File: config.mk
export PLATFORM = sky130hd
export DESIGN_NAME = mix_cols_enc_seq
export DESIGN_NICKNAME = d
export VERILOG_FILES = /design/src/rtl/mix_cols_enc_seq.sv
export SDC_FILE = /design/constraint.sdc
export NUM_CORES = 1
export LEC_CHECK = 0
export CAP_MARGIN = 30
export CORE_UTILIZATION = 55
export DETAILED_ROUTE_END_ITERATION = 6
export HOLD_SLACK_MARGIN = 0.12
export PLACE_DENSITY = 0.85
export SYNTH_ARGS = -nofsm -noshare
export SYNTH_HDL_FRONTEND = slang
export SYNTH_SLANG_ARGS = --single-unit
File: constraint.sdc
create_clock -name clk -period 4.2 [get_ports clk]
set_input_delay 0.63 -clock clk [delete_from_list [all_inputs] [get_ports clk]]
set_output_delay 0.63 -clock clk [all_outputs]
set_load 0.01 [all_outputs]
File: src/rtl/mix_cols_enc_seq.sv
// Column-serial forward AES MixColumns: one 32-bit column per clock through a shared
// datapath; the result is held until downstream takes it, with a short bypass for the final round.
module mix_cols_enc_seq (
  input  logic         clk,
  input  logic         rst_n,
  input  logic         in_valid,
  output logic         in_ready,
  input  logic         mix_col_en,
  input  logic [127:0] mc_i,
  output logic         out_valid,
  input  logic         out_ready,
  output logic [127:0] mc_o,
  output logic         busy
);

  typedef enum logic [1:0] {IDLE, CALC, DONE} state_t;

  state_t       state_reg, state_next;
  logic [1:0]   col_idx_reg;
  logic [127:0] work_reg;
  logic [127:0] result_reg;
  logic         mix_en_reg;

  logic [31:0]  cols [4];
  logic [31:0]  col_in;
  logic [31:0]  col_out;
  logic [7:0]   a  [4];
  logic [7:0]   x2 [4];
  logic [7:0]   x3 [4];

  // Column 0 sits in the top word; byte 0 of a column is its MSB byte.
  genvar gi;
  generate
    for (gi = 0; gi < 4; gi++) begin : g_col_split
      assign cols[gi] = work_reg[127-32*gi -: 32];
    end
  endgenerate

  assign col_in = cols[col_idx_reg];

  generate
    for (gi = 0; gi < 4; gi++) begin : g_xtime
      assign a[gi]  = col_in[31-8*gi -: 8];
      assign x2[gi] = {a[gi][6:0], 1'b0} ^ (a[gi][7] ? 8'h1B : 8'h00);
      assign x3[gi] = x2[gi] ^ a[gi];
    end
  endgenerate

  assign col_out = {x2[0] ^ x3[1] ^ a[2]  ^ a[3],
                    a[0]  ^ x2[1] ^ x3[2] ^ a[3],
                    a[0]  ^ a[1]  ^ x2[2] ^ x3[3],
                    x3[0] ^ a[1]  ^ a[2]  ^ x2[3]};

  always_comb begin
    state_next = state_reg;
    case (state_reg)
      IDLE: if (in_valid) state_next = CALC;
      // Bypass spends a single CALC cycle copying the captured state to the output.
      CALC: if (!mix_en_reg || (col_idx_reg == 2'd3)) state_next = DONE;
      DONE: if (out_ready) state_next = IDLE;
      default: state_next = IDLE;
    endcase
  end

  always_ff @(posedge clk) begin
    if (!rst_n) begin
      state_reg   <= IDLE;
      col_idx_reg <= 2'd0;
      work_reg    <= 128'h0;
      result_reg  <= 128'h0;
      mix_en_reg  <= 1'b0;
    end else begin
      state_reg <= state_next;
      if ((state_reg == IDLE) && in_valid) begin
        work_reg    <= mc_i;
        mix_en_reg  <= mix_col_en;
        col_idx_reg <= 2'd0;
      end
      if (state_reg == CALC) begin
        if (mix_en_reg) begin
          case (col_idx_reg)
            2'd0: result_reg[127:96] <= col_out;
            2'd1: result_reg[95:64]  <= col_out;
            2'd2: result_reg[63:32]  <= col_out;
            default: result_reg[31:0] <= col_out;
          endcase
          col_idx_reg <= col_idx_reg + 2'd1;
        end else begin
          result_reg <= work_reg;
        end
      end
    end
  end

  assign mc_o      = result_reg;
  assign in_ready  = (state_reg == IDLE);
  assign out_valid = (state_reg == DONE);
  assign busy      = (state_reg == CALC) || (state_reg == DONE);

endmodule

# Word level (Yosys, flattened, before mapping)
# Index checks and enable logic that the tools add are counted.
# word_totals
ff_bits,261
output_inout_bits,131
input_bits,133
# classes
n_bitwise,21
n_reduce_logical,12
order_cmp,1
n_eq_ne,12
add_sub_neg,1
mux,19
# ops
operator,n
two-way mux 32 bit,6
two-way mux 128 bit,1
XOR 8 bit,16
binary-select mux 32 bit (select 2 bit),1
XOR 8 x 5 -> 8 bit,4
two-way mux 5 bit,4
two-way mux 2 bit,6
!= test 2 x 1 -> 1 bit (second input constant),4
AND reduction 2 bit,4
equality test 2 bit (second input constant),3
!= test 2 bit (second input constant),3
one-hot mux 2 bit (3 select lines),1
equality test 2 x 1 -> 1 bit (second input constant),2
zero test 2 bit,2
>= comparator 3 bit (second input constant),1
NOT 2 -> 3 bit,1
AND reduction 3 bit,1
OR reduction 3 bit,1
adder 2 x 1 -> 2 bit (second input constant),1
logical OR 1 bit,2
logical AND 1 bit,1
zero test 1 bit,1

# Logic depth before layout (Yosys ltp)
# logic_depth
word_depth,12
mapped_depth,9
mapped_depth_nobuf,6

# Worst setup path after synthesis
# OpenSTA, ideal clock, no wires.
# synth_path
path_type,reg-to-reg
from,register col_idx_reg[1]
to,"register result_reg[118], in the netlist mc_o[118]"
stages_incl_launch_ff,7
setup_ns,0.074
setup_slack_ns,1.911
period_less_slack_ns,2.289
required_ns,4.126
t_arrival_ns,2.214
cell_sequence,dfxtp_1 -> buf_6 -> buf_12 -> mux4_1 -> xnor3_1 -> or3_1 -> a31oi_1
# synth_via
elab_chain_len,10
elab_cells_between_ends,15
# synth_rtl
item,line,rtl
from (decl),19,logic [1:0] col_idx_reg;
from (signal assigned),87,col_idx_reg <= col_idx_reg + 2'd1;
NOT 2 -> 3 bit (not written as such),39,assign col_in = cols[col_idx_reg];
binary-select mux 32 bit (select 2 bit),39,
two-way mux 32 bit (not written as such) (2 in a row),39,
XOR 8 x 5 -> 8 bit,44,"assign x2[gi] = {a[gi][6:0], 1'b0} ^ (a[gi][7] ? 8'h1B : 8'h00);"
"XOR 8 bit, on equally long branches","50, 45",
XOR 8 bit (2 in a row),50,"a[0] ^ x2[1] ^ x3[2] ^ a[3],"
two-way mux 32 bit,81,case (col_idx_reg)
two-way mux 128 bit,80,if (mix_en_reg) begin
to (signal assigned),82,2'd0: result_reg[127:96] <= col_out;
to (signal assigned),89,result_reg <= work_reg;
to (decl),21,logic [127:0] result_reg;
# Parallel ways exist; a longest one is shown, timed or not. The select of a mux whose other input is x is not followed.
# A chain may end at the register's enable or synchronous reset.

# Final worst setup path
# layout_path
from,register col_idx_reg[0]
to,"register result_reg[51], in the netlist mc_o[51]"
# layout_via
elab_chain_len,11
elab_cells_between_ends,17
# layout_rtl
item,line,rtl
NOT 2 -> 3 bit (not written as such),39,
binary-select mux 32 bit (select 2 bit),39,
two-way mux 32 bit (not written as such) (2 in a row),39,
two-way mux 5 bit,44,
XOR 8 x 5 -> 8 bit,44,
"XOR 8 bit, on equally long branches","50, 45",
XOR 8 bit (2 in a row),50,
two-way mux 32 bit,81,
two-way mux 128 bit,80,
to (signal assigned),84,2'd2: result_reg[63:32] <= col_out;
to (signal assigned),89,
# Parallel ways exist; a longest one is shown, timed or not. The select of a mux whose other input is x is not followed.

==> metrics.cfg <==
[outcome]
status = finished, final reports clean

[routing]
wl_per_cell_um = 22.21
drt_iter0_markers = 1334
num_vias = 11411
firstDrtPassIters = 7
drc = 0
drt_wl_total_um = 40420
avgViaCountPerCell = 6.270
drtAntennaViolNets = 0

[timing]
maxSlewViolCount = 0
hold_violations = 0
setup_violations = 0
post-route-period-util_pct = 68.93
finalWorstPathRequiredPeriod_ns = 2.895
slew_headroom_pct = 33.57
worst_pin_slew_ns = 0.9965
rsz0062_at_grt = no
fmax_mhz = 345.4
tns_ns = 0
hold_slack_ns = 0.4842
skew_ns = 0.008339

[placement]
dp_hpwl_um = 27460
io_buffers = 263
gp_congestion = 0.9498

[grt]
grt_usage_pct = 34.70
grt_max_degree = 130
grt_pass1_wl_um = 60840
grt_overflow = 0
grt_antenna_before_repair = 0
grt_pass1_vias = 11133

[pwr]
ir_drop_mv = 0.5227
comb_power_share_pct = 38.0
power_mw = 9.420
seqPwrFrac_pct = 36.9
clock_power_share_pct = 25.1
total_leakage_power_nw = 5.843
sw_frac_of_total_pct = 35.58
power_density_nw_per_um2 = 591.3
p_sw_mw = 3.351
internal_power_mw = 6.068

[critical_path]
cp.required_ns = 4.63
crit_arrival_ns = 3.33
endpoint_kind = flop
cp-start-kind = flop
critPathMaxFanout = 22
critical_path_class = flop to flop

[clocking]
cts_root_buf = clkbuf_16
clk_latency_ns = 0.53
clock_sinks = 261
cts_tree = yes
cts-htree-levels = 1
path_clk_slew_ns = 0.06
cts_buffer_depth = 3
cts_buffers = 26
cts_resized = 0
cts_setup_buffers = 0
hold_buffers = 0

[floorplanning]
top_level_ports = 264
initial_utilization_pct = 56.32
fp-row-count = 54
die-height_um = 151.7
die-area_sq_um = 23020
die_w_um = 151.7
core_sq_um = 21890

[finish]
n_antenna_cell = 0
syn2layout_area_growth_pct = 29.22
fin_nets = 1666
fillers = 1544
seqCellArea_sq_um = 5229
final_common_cell = clkdlybuf4s50_1
layout_common_cells = 262 x clkdlybuf4s50_1, 259 x nand2_1, 258 x dfxtp_1
multi_input_area_sq_um = 6618
drive_gt1_share_pct = 8.117

[yosys]
netlist_instances = 1325
synth_nets = 1467
yosysSeqAreaShare_pct = 42.38
synth_area_sq_um = 12330
synth-seq-cells = 261
synth_ff_type = dfxtp_1
yosysUniqueCellTypes = 38
synth_edf_count = 0
yosys_warnings = 0
avgSynthCellArea_sq_um = 9.304
ys_async_sr_fraction_pct = 0

[min_path]
worstHoldPathType = flop to flop

[flow_run]
cap_viol_max_count = 0

cell usage after synthesis, types with 2 or more instances:
| library cell | count | area share (%) |
|---|---|---|
| xnor3_2 | 2 | 0.39 |
| xnor2_1 | 2 | 0.14 |
| xnor3_1 | 41 | 7.5 |
| mux2i_1 | 2 | 0.16 |
| nor2b_1 | 4 | 0.20 |
| buf_6 | 3 | 0.27 |
| or3_1 | 20 | 1.0 |
| o21a_1 | 4 | 0.24 |
| a21oi_1 | 82 | 3.3 |
| mux4_2 | 31 | 5.7 |
| ha_1 | 9 | 0.91 |
| buf_12 | 2 | 0.32 |
| nor3_1 | 48 | 1.9 |
| a21boi_0 | 129 | 7.9 |
| o21ai_0 | 128 | 5.2 |
| a211oi_2 | 10 | 1.0 |
| nor2_1 | 5 | 0.15 |
| nand3_1 | 20 | 0.81 |
| inv_1 | 6 | 0.18 |
| nand2_1 | 260 | 7.9 |
| xor2_1 | 10 | 0.71 |
| a31oi_1 | 80 | 4.1 |
| buf_4 | 3 | 0.18 |
| o21ai_1 | 4 | 0.16 |
| xor2_2 | 2 | 0.26 |
| a211oi_1 | 38 | 2.3 |
| xnor2_2 | 4 | 0.53 |
| clkbuf_1 | 106 | 3.2 |
| dfxtp_1 | 261 | 42 |
layout make-up:
cell class                      count  share of cell area, %
Inverter                            6                 0.1492
Sequential cell                   261                  32.82
Timing Repair Buffer              287                  17.84
Clock inverter                      6                 0.5027
Tap cell                          280                  2.199
Multi-Input combinational cell    942                  41.54
Clock buffer                       38                  4.940
per-layer routing:
metal	part of all wire, %	GRT usage, %	routed length, um
met1	37	44.19	14960
met2	46	55.75	18650
met3	12	8.144	5033
met4	4.4	16.14	1787
met5	0	0	0
worst max-delay path, cell delays in order, from the launching register on:
cell and delay [ns]:
dfxtp_2 0.78, mux4_2 0.71, xor2_2 0.43, xnor3_1 0.60, a211oi_1 0.28
logic make-up (layout without fill, tap and decap cells):
kind of cell	after synthesis	in the layout	share of synthesized area [%]
flops	261	261	42.38
fa+ha+maj	9	9	0.9134
xor+xnor	63	63	9.936
buf+inv	122	337	4.263
compound gates	477	477	24.32
simple gates	359	359	12.15
mux	34	34	6.039
through the flow:
| step | instances | util (%) | worst slack [ns] | cell area [sq um] |
|---|---|---|---|---|
| 2_1_floorplan | 1325 | - | 1.911 | 12330 |
| 3_3_place_gp | 1773 | 68.69 | 1.454 | 15040 |
| 3_5_place_dp | 1775 | 68.78 | 1.373 | 15060 |
| 4_1_cts | 1819 | 72.74 | 1.360 | 15920 |
| 5_1_grt | 1820 | 72.77 | 1.187 | 15930 |
| 6_report | 1820 | 72.77 | 1.305 | 15930 |
power groups by stage:
| stage | clock network (mW) | registers (mW) | logic [mW] |
|---|---|---|---|
| after floorplan | 0 | 3.46 | 1.89 |
| after global placement | 0 | 3.49 | 3.40 |
| after detailed placement | 0 | 3.48 | 3.49 |
| after CTS | 2.37 | 3.45 | 3.52 |
| after global routing | 2.47 | 3.50 | 3.81 |
| final | 2.36 | 3.48 | 3.58 |
path summary, 6_finish.rpt:
kind / end / cells past startpoint / from / slack (ns)
setup / recovery: mc_o[51] / 4 / col_idx_reg[0] / 1.30
hold / removal: cols[47] / 2 / cols[47] / 0.48
setup reg to reg: mc_o[51] / 4 / col_idx_reg[0] / 1.30
hold reg to reg: cols[47] / 2 / cols[47] / 0.48
Power figures use the tool's default switching activity.
